### src/rtl/fpu_norm_round_pipe.sv
`timescale 1ns/1ps
`default_nettype none
// ============================================================================
// fpu_norm_round_pipe: 2-stage normalise/round/pack of div/sqrt results to IEEE-754 with flags
// Revision 1.0
// ============================================================================
module fpu_norm_round_pipe #(
  parameter int C_EXP       = 8,
  parameter int C_MANT      = 23,
  parameter int C_TAG_WIDTH = 4
) (
  input  logic                        Clk_CI,
  input  logic                        Rst_RBI,
  input  logic                        Flush_SI,
  input  logic                        In_valid_SI,
  output logic                        In_ready_SO,
  input  logic [C_MANT+1:0]           Mant_in_DI,
  input  logic                        Sticky_in_SI,
  input  logic [C_EXP+1:0]            Exp_in_DI,
  input  logic                        Sign_in_DI,
  input  logic                        Div_enable_SI,
  input  logic                        Inf_a_SI,
  input  logic                        Inf_b_SI,
  input  logic                        Zero_a_SI,
  input  logic                        Zero_b_SI,
  input  logic                        NaN_a_SI,
  input  logic                        NaN_b_SI,
  input  logic [2:0]                  RM_SI,
  input  logic [C_TAG_WIDTH-1:0]      Tag_DI,
  output logic                        Out_valid_SO,
  input  logic                        Out_ready_SI,
  output logic [C_EXP+C_MANT:0]       Result_DO,
  output logic [4:0]                  Flags_DO,
  output logic [C_TAG_WIDTH-1:0]      Tag_DO
);

  localparam int E  = C_EXP;
  localparam int M  = C_MANT;
  localparam int EW = C_EXP + 3;

  localparam logic [E-1:0]   EXP_ONES = '1;
  localparam logic [EW-1:0]  EXP_OVF  = {3'b000, EXP_ONES};
  localparam logic [EW-1:0]  SH_MAX   = EW'(M + 3);
  localparam logic [E+M:0]   QNAN     = {1'b0, EXP_ONES, 1'b1, {(M-1){1'b0}}};

  localparam logic [2:0] RM_RTZ = 3'b001;
  localparam logic [2:0] RM_RDN = 3'b010;
  localparam logic [2:0] RM_RUP = 3'b011;
  localparam logic [2:0] RM_RMM = 3'b100;

  logic s1_valid;
  logic s2_valid;
  logic s1_adv;
  logic in_fire;

  assign s1_adv       = ~s2_valid | Out_ready_SI;
  assign In_ready_SO  = ~s1_valid | s1_adv;
  assign in_fire      = In_valid_SI & In_ready_SO;
  assign Out_valid_SO = s2_valid;

  // Stage 1: special-operand classification
  logic           special;
  logic           spec_nv;
  logic           spec_dz;
  logic [E+M:0]   spec_res;

  always_comb begin
    special  = 1'b1;
    spec_nv  = 1'b0;
    spec_dz  = 1'b0;
    spec_res = QNAN;
    if (NaN_a_SI | NaN_b_SI) begin
      spec_nv = (NaN_a_SI & Zero_a_SI) | (NaN_b_SI & Zero_b_SI);
    end else if ((Div_enable_SI & Inf_a_SI & Inf_b_SI) |
                 (Div_enable_SI & Zero_a_SI & Zero_b_SI) |
                 (~Div_enable_SI & Sign_in_DI & ~Zero_a_SI)) begin
      spec_nv = 1'b1;
    end else if (Div_enable_SI & Zero_b_SI & ~Inf_a_SI) begin
      spec_dz  = 1'b1;
      spec_res = {Sign_in_DI, EXP_ONES, {M{1'b0}}};
    end else if (Inf_a_SI) begin
      spec_res = {Sign_in_DI, EXP_ONES, {M{1'b0}}};
    end else if ((Div_enable_SI & Inf_b_SI) | Zero_a_SI) begin
      spec_res = {Sign_in_DI, {(E+M){1'b0}}};
    end else begin
      special = 1'b0;
    end
  end

  // Stage 1: normalise, denormalise into the subnormal range when exp <= 0
  logic            int_bit;
  logic [EW-1:0]   exp_ext;
  logic [EW-1:0]   exp_norm;
  logic [EW-1:0]   shift_amt;
  logic [EW-1:0]   shift_cl;
  logic [M+1:0]    mant_norm;
  logic [M+1:0]    sub_mant;
  logic [2*M+4:0]  sh_wide;
  logic            is_sub;
  logic            is_ovf;
  logic            sub_sticky;

  assign int_bit    = Mant_in_DI[M+1];
  assign exp_ext    = {Exp_in_DI[E+1], Exp_in_DI};
  assign exp_norm   = exp_ext - {{(EW-1){1'b0}}, ~int_bit};
  assign mant_norm  = int_bit ? Mant_in_DI : {Mant_in_DI[M:0], 1'b0};
  assign is_sub     = exp_norm[EW-1] | (exp_norm == '0);
  assign is_ovf     = ~exp_norm[EW-1] & (exp_norm >= EXP_OVF);
  assign shift_amt  = EW'(1) - exp_norm;
  assign shift_cl   = (shift_amt > SH_MAX) ? SH_MAX : shift_amt;
  assign sh_wide    = {mant_norm, {(M+3){1'b0}}} >> shift_cl;
  assign sub_mant   = sh_wide[2*M+4 -: M+2];
  assign sub_sticky = |sh_wide[M+2:0];

  logic                    s1_special;
  logic                    s1_nv;
  logic                    s1_dz;
  logic [E+M:0]            s1_spec_res;
  logic                    s1_ovf;
  logic                    s1_sign;
  logic [E-1:0]            s1_exp;
  logic [M+1:0]            s1_mant;
  logic                    s1_sticky;
  logic [2:0]              s1_rm;
  logic [C_TAG_WIDTH-1:0]  s1_tag;

  always_ff @(posedge Clk_CI) begin
    if (in_fire) begin
      s1_special  <= special;
      s1_nv       <= spec_nv;
      s1_dz       <= spec_dz;
      s1_spec_res <= spec_res;
      s1_ovf      <= is_ovf;
      s1_sign     <= Sign_in_DI;
      s1_exp      <= is_sub ? '0 : exp_norm[E-1:0];
      s1_mant     <= is_sub ? sub_mant : mant_norm;
      s1_sticky   <= Sticky_in_SI | (is_sub & sub_sticky);
      s1_rm       <= RM_SI;
      s1_tag      <= Tag_DI;
    end
  end

  // Stage 2: round, then pack with overflow saturation
  logic          hidden;
  logic          guard;
  logic          nx;
  logic          up;
  logic          ovf;
  logic          ovf_inf;
  logic [M-1:0]  frac;
  logic [M+1:0]  sum;
  logic [E-1:0]  exp_r;
  logic [E+M:0]  res_n;
  logic [4:0]    flg_n;

  assign {hidden, frac, guard} = s1_mant;
  assign nx = guard | s1_sticky;

  always_comb begin
    up = 1'b0;
    case (s1_rm)
      RM_RTZ:  up = 1'b0;
      RM_RDN:  up = nx & s1_sign;
      RM_RUP:  up = nx & ~s1_sign;
      RM_RMM:  up = guard;
      default: up = guard & (s1_sticky | frac[0]);
    endcase
  end

  // A subnormal that carries into the hidden bit becomes the smallest normal
  assign sum     = {1'b0, hidden, frac} + {{(M+1){1'b0}}, up};
  assign exp_r   = (s1_exp == '0) ? {{(E-1){1'b0}}, sum[M]}
                                  : s1_exp + {{(E-1){1'b0}}, sum[M+1]};
  assign ovf     = s1_ovf | (exp_r == EXP_ONES);
  assign ovf_inf = ~((s1_rm == RM_RTZ) | ((s1_rm == RM_RUP) & s1_sign) |
                     ((s1_rm == RM_RDN) & ~s1_sign));

  always_comb begin
    res_n = {s1_sign, exp_r, sum[M-1:0]};
    flg_n = {3'b000, (exp_r == '0) & nx, nx};
    if (s1_special) begin
      res_n = s1_spec_res;
      flg_n = {s1_nv, s1_dz, 3'b000};
    end else if (ovf) begin
      res_n = ovf_inf ? {s1_sign, EXP_ONES, {M{1'b0}}}
                      : {s1_sign, EXP_ONES - E'(1), {M{1'b1}}};
      flg_n = 5'b00101;
    end
  end

  always_ff @(posedge Clk_CI) begin
    if (!Rst_RBI) begin
      s1_valid  <= 1'b0;
      s2_valid  <= 1'b0;
      Result_DO <= '0;
      Flags_DO  <= '0;
      Tag_DO    <= '0;
    end else if (Flush_SI) begin
      s1_valid <= 1'b0;
      s2_valid <= 1'b0;
    end else begin
      if (In_ready_SO) s1_valid <= In_valid_SI;
      if (s1_adv) s2_valid <= s1_valid;
      if (s1_adv & s1_valid) begin
        Result_DO <= res_n;
        Flags_DO  <= flg_n;
        Tag_DO    <= s1_tag;
      end
    end
  end

endmodule
`default_nettype wire

### config.mk
export PLATFORM = sky130hd
export DESIGN_NAME = fpu_norm_round_pipe
export DESIGN_NICKNAME = d
export VERILOG_FILES = /design/src/rtl/fpu_norm_round_pipe.sv
export SDC_FILE = /design/constraint.sdc
export NUM_CORES = 1
export LEC_CHECK = 0
export BUFFER_PORTS_ARGS = -buffer_cell sky130_fd_sc_hd__buf_2
export CORE_UTILIZATION = 64
export CTS_CLUSTER_DIAMETER = 50
export DETAILED_ROUTE_END_ITERATION = 12
export GPL_TIMING_DRIVEN = 0
export HOLD_SLACK_MARGIN = 0.1
export PLACE_DENSITY = 0.87
export SLEW_MARGIN = 20
export SYNTH_ARGS = -nofsm -noshare
export SYNTH_HDL_FRONTEND = slang
export SYNTH_SLANG_ARGS = --single-unit
### constraint.sdc
create_clock -name Clk_CI -period 16.6 [get_ports Clk_CI]
set_input_delay 3.32 -clock Clk_CI [delete_from_list [all_inputs] [get_ports Clk_CI]]
set_output_delay 3.32 -clock Clk_CI [all_outputs]
set_load 0.1 [all_outputs]
* After elaboration in Yosys (flattened, before gate mapping)
Cells that the tools add are included.
** Cells by class
- Add/sub/neg operators :: 4
- Order comparisons :: 2
- Eq/ne operators :: 5
- Shift operators :: 1
- Multiplexer cells :: 17
- Bitwise gates (word level) :: 45
- Reduce and logical (&&, ||, !) cells :: 8
** Operator list (number)
- $mux W32 :: 4
- $shr A51 B11 Y51 :: 1
- $mux W25 :: 2
- $mux W31 :: 1
- $reduce_or A26 Y1 :: 1
- $add A24 B1 Y25 :: 1
- $mux W24 :: 1
- $and A1 B1 Y1 :: 21
- $logic_not A8 Y1 :: 2
- $or A1 B1 Y1 :: 14
- $ge A11 B8 Y1 const B :: 1
- $gt A11 B5 Y1 const B :: 1
- $logic_not A11 Y1 :: 1
- $mux W11 :: 1
- $sub A1 B11 Y11 const A :: 1
- $sub A10 B2 Y11 :: 1
- $not A1 Y1 :: 10
- $add A8 B1 Y8 :: 1
- $eq A8 B8 Y1 const B :: 1
- $mux W8 :: 1
- $eq A3 B2 Y1 const B :: 2
- $mux W5 :: 1
- $mux W1 :: 4
- $pmux W1 S4 :: 1
- 6 further kinds :: 7
** Word-level totals
- Register bits :: 121
- Output and inout port bits :: 43
- Word-level logic and storage cells :: 99

* Longest topological paths before layout
- Word-level depth :: 10
- Mapped depth :: 29
- Gate-level depth less buffers :: 27

* Worst setup path before layout
No wires, ideal clock.
- Kind :: input -> register
- Start :: input port Mant_in_DI[24]
- End :: register s1_sticky (data pin)
- Arrival :: 7.362 ns
- Required time :: 16.339 ns
- Setup slack :: 8.978 ns
- Stages on the path :: 22
- Buffers on the path :: 5
- Cell sequence :: clkinv_1 > clkbuf_1 > ha_1 > ha_1 > buf_2 > inv_2 > nor4b_1 > a22o_1 > nor3b_1 > mux2i_1 > and4_4 > buf_6 > buf_8 > buf_8 > a22oi_2 > nor3_2 > nor3_1 > o2bb2ai_1 > nor3_2 > and4_1 > nand4b_1 > a221o_1
** On the way
- Cells in the longest elaborated chain, start to end :: 9
- Elaborated cells on any way between the ends :: 12
- Classes of those cells :: add/sub (2); order compare (1); shift (1); mux (2); bitwise (4); reduce/logical (2)
** Ends and longest elaborated chain
- start, declared :: line 17 : input logic [C_MANT+1:0] Mant_in_DI,
- $not A1 Y1 :: line 105 : assign exp_norm = exp_ext - {{(EW-1){1'b0}}, ~int_bit};
- $sub A10 B2 Y11 :: line 105
- $sub A1 B11 Y11 :: line 109 : assign shift_amt = EW'(1) - exp_norm;
- $gt A11 B5 Y1 :: line 110 : assign shift_cl = (shift_amt > SH_MAX) ? SH_MAX : shift_amt;
- $mux W11 :: line 110
- $shr A51 B11 Y51 :: line 111 : assign sh_wide = {mant_norm, {(M+3){1'b0}}} >> shift_cl;
- $reduce_or A26 Y1 :: line 113 : assign sub_sticky = |sh_wide[M+2:0];
- $and A1 B1 Y1 (*) :: line 137 : s1_sticky <= Sticky_in_SI | (is_sub & sub_sticky);
- $or A1 B1 Y1 (*) :: line 137
- end signal, assigned :: line 137
- end, declared :: line 123 : logic s1_sticky;
Every way passes the cells marked *; elsewhere a longest branch is shown, timed or not.
A chain may end at the register's enable or synchronous reset.

* Worst setup path in the final report
Same ends and word-level chain as after synthesis.

==> Implementation_results.wiki <==
{| class="wikitable"
! Metric !! Value
|-
| Rows || 39
|-
| Cell area after synthesis || 7470 sq um
|-
| Worst min-delay path category || reg -> reg
|-
| Cell with the biggest individual delay on the critical path || nor2_1
|-
| Multiplexer fraction of the synthesized cell area || 3.53%
|-
| Cell breakdown of the critical path || buf_2, clkinv_1, clkbuf_1, ha_1, ha_1, buf_2, xnor2_1, ha_1, nand3_1, nor3b_1, nor4b_1, o21ai_0, o211a_1, and4_4, buf_6, buf_8, nand2_2, nor2_1, a22oi_1, a21oi_1, a21oi_1, nor4b_2, nand4b_1, a221o_1
|-
| Highest ir drop seen on vdd || roughly 93 uV
|-
| DIE AREA || 12100 sq um
|-
| DR vias || a little over 8k
|-
| Measured slew at the worst slew-check pin || 0.754 ns
|-
| Post-synth cell types || 89
|-
| Filler Cells Inserted || 875
|-
| Origin of the worst setup path || Mant_in_DI[24]
|-
| Minimum clock period after layout || 8.73 ns
|-
| Number of flops mapped to enable cells by yosys || slightly below 50
|-
| Clock-pin slew reported for the worst setup and hold paths after clock tree synthesis || ~0.060 ns
|-
| Number of failing hold endpoints at the final stage || 0
|-
| Die width || 110 um
|-
| Unrepaired setup endpoints after global routing || false
|-
| Worst-case clock buffer depth || 2
|-
| Clk sink count || 92
|-
| TNS Setup || 0 ns
|-
| Register bit count reported by yosys || slightly above 90
|-
| Residual overflow from global routing || 0
|-
| Fraction of layout cells with a size suffix above 1 || 17.4%
|-
| Launch point of the worst reg-to-reg path || s1_rm[1]
|-
| Total CTS buffers || 9
|-
| Fin Clk Skew || roughly 0.007 ns
|-
| Share of the clock period used by the worst path || 52.6%
|-
| Beginning of the worst hold path || Tag_DO[3]
|-
| Number of setup buffers added after CTS || 0
|-
| Kind of critical path || in -> reg
|-
| Total Power Consumption || 0.000601 W
|-
| Number of hold-repair buffers added at the cts stage || 0
|-
| Placed Instances || approximately 1.2k
|-
| Iteration-0 DRC count of the detailed router || 982
|-
| Compound-cell area share of the yosys netlist || between 20% and 30%
|-
| Worst-Skew Late Latency || about 0.34 ns
|-
| Number of instances in the synthesized netlist || 939
|-
| Detailed placer's ending HPWL || 18600 um
|-
| Die Height || 110 um
|-
| Antenna diodes || 0
|-
| Pwr/cell area || slightly above 70 nW/um^2
|-
| Most frequently used flop master after synthesis || edfxtp_1
|-
| Final routed wirelength across all metal layers || 24500 um
|-
| Adder and majority cell fraction of the synthesized area || 1.51%
|-
| Required time of the critical path || 16.69 ns
|-
| Number of nets with antenna violations after detailed routing || 0
|-
| Mean routed wirelength per cell || 20.5 um
|-
| GP Congestion || 1.02
|-
| Global-route total usage across every layer || a little over 40%
|-
| Leakage power || 3.26 nW
|-
| Worst setup slack after layout || 7.87 ns
|-
| Sequential cell area in the final layout || roughly 2300 sq um
|-
| Layout Nets || about 1.1k
|-
| Initial cell density of the core || ~65%
|-
| Post-synthesis net count || 1004
|-
| Area of the core || 11400 sq um
|-
| Via count of the first global-routing pass || 7400
|-
| Slowest cell delay on critical path || 0.49 ns
|-
| Antenna violations before repair || 0
|-
| Crit path launch type || input pin
|-
| Master cell of the clock root buffer || clkbuf_16
|-
| Largest family of logic cells by synthesized area || compound AO/OA/AOI/OAI gates
|-
| Most frequent standard cell in the layout excluding fill and tap cells || buf_2
|-
| Count of yosys warnings during synthesis || 0
|-
| Xor-xnor portion of the synthesized cell area || about 4.4%
|-
| Maxcap violations || 0
|-
| Synthesized area per cell || 7.96 sq um
|-
| Post-synthesis to final-layout area growth || 12.9%
|-
| Total area of multi-input combinational cells || about 4700 sq um
|-
| Highest-count cells in the layout ignoring fill and taps || buf_2 (111), nand2_1 (108), a21oi_1 (99)
|-
| Final number of max-transition violations || 0
|-
| TritonCTS clock tree || done
|-
| PortBufs || 93
|-
| I/O pins || about 100
|-
| # resized after CTS || 0
|-
| Slew margin rel. || 48.3%
|-
| Vias per Instance || slightly below 7
|-
| Most Frequent Cell on Critical Path || ha_1
|-
| Detailed-route DRC error count || 0
|-
| Final non-filler cell total || around 1.2k
|-
| CP max FO || 10
|-
| Highest attainable clock frequency || 0.114 GHz
|-
| Worst slack after detailed placement || 7.70 ns
|-
| Number of H-tree branching levels || 3
|-
| Number of setup violations in the final report || 0
|-
| Pin count of the biggest net entering global routing || 28
|-
| Global-route wire length before repair || 37700 um
|-
| TritonRoute pass-1 iters || 6
|-
| Share of synthesized flip-flops with an asynchronous set or reset || 0%
|-
| Sort of element at the end of the critical path || register
|-
| Area fraction in and, or, nand and nor cells after synthesis || between 20% and 30%
|-
| Run status || finished clean
|-
| Worst Hold Slack || 0.458 ns
|-
| Sequential-to-total area share from yosys stat || 31.2%
|-
| Arr. time, crit path || 8.82 ns
|}
flip-flops by register name, summed over array words and instances, names as in the netlist:
name          cells
Tag_DO            4
Out_valid_SO      1
s1_valid          1
s1_mant          25
Flags_DO          5
s1_sign           1
s1_dz             1
s1_ovf            1
s1_rm             3
s1_nv             1
s1_sticky         1
s1_tag            4
s1_exp            8
s1_spec_res       3
s1_special        1
Result_DO        32
metal layers:
| layer | share of wire, % | track usage, % | vias up |
|---|---|---|---|
| met4 | 4.7 | 24.0 | 0 |
| met2 | 45 | 66.3 | 626 |
| li1 | - | - | 3719 |
| met5 | 0 | 0 | - |
| met1 | 39 | 50.8 | 3721 |
| met3 | 11 | 9.17 | 120 |
final cells by class:
class	count	share of cell area [%]
tap	143	2.12
clock buffer	9	2.67
multi-input combinational	763	56.3
inverter	16	0.712
timing repair buffer	94	5.84
clock inverter	7	0.786
buffer	68	3.96
sequential	92	27.6
cell families after synthesis:
kind of cell               Yosys count
and+or+nand+nor                    388
AOI/OAI and AO/OA                  304
DFF                                 92
buffers and inverters               84
xor gates and xnor gates            37
muxes                               25
adders and majority gates            9
metrics by stage:
stage / util, % / cell area (sq um)
CTS: 73.9 / 8440
detailed placement: 71.3 / 8140
floorplan: - / 7470
global route: 73.9 / 8440
finish: 73.9 / 8440
global placement: 71.1 / 8120
power by group:
group / internal [W] / switching [W]
Clock: 0.000116 / 0.0000824
Combinational: 0.0000468 / 0.0000990
Sequential: 0.000250 / 0.00000743
Total: 0.000412 / 0.000189
worst max-delay path, delay by kind of cell:
family / cells / cell delay, ns
xor gates and xnor gates: 1 / 0.31
AOI/OAI and AO/OA: 6 / 1.38
adders and majority gates: 3 / 0.90
and+or+nand+nor: 8 / 1.82
buffers and inverters: 6 / 1.09
final timing paths:
path,cells after the start,slack (ns),endpoint
worst max-delay path,24,7.87,s1_sticky
worst min-delay path,2,0.46,Tag_DO[3]
worst max register to register,28,10.39,Result_DO[13]
worst min register to register,2,0.46,Tag_DO[3]
synth_stat cells, drive strengths merged, types with 11 or more instances:
master  instances  area share [%]
nand3          46             3.1
buf            30             2.6
xnor2          17             2.1
a21boi         13             1.3
nor3           26             1.9
edfxtp         49              20
inv            15            0.75
mux2           11             1.7
nand2         111             5.7
mux2i          14             1.9
nor2           75             4.0
o211ai         12             1.3
a22oi          23             2.4
o22ai          11            0.92
nor2b          36             3.0
a21oi         100             6.7
o21ai          45             3.1
xor2           20             2.3
a211oi         23             2.4
and3           15             1.3
nand4          11             1.0
dfxtp          43              12
and2           12             1.0
clkbuf         38             1.9
Note: power is estimated with default switching activity, not from simulation.
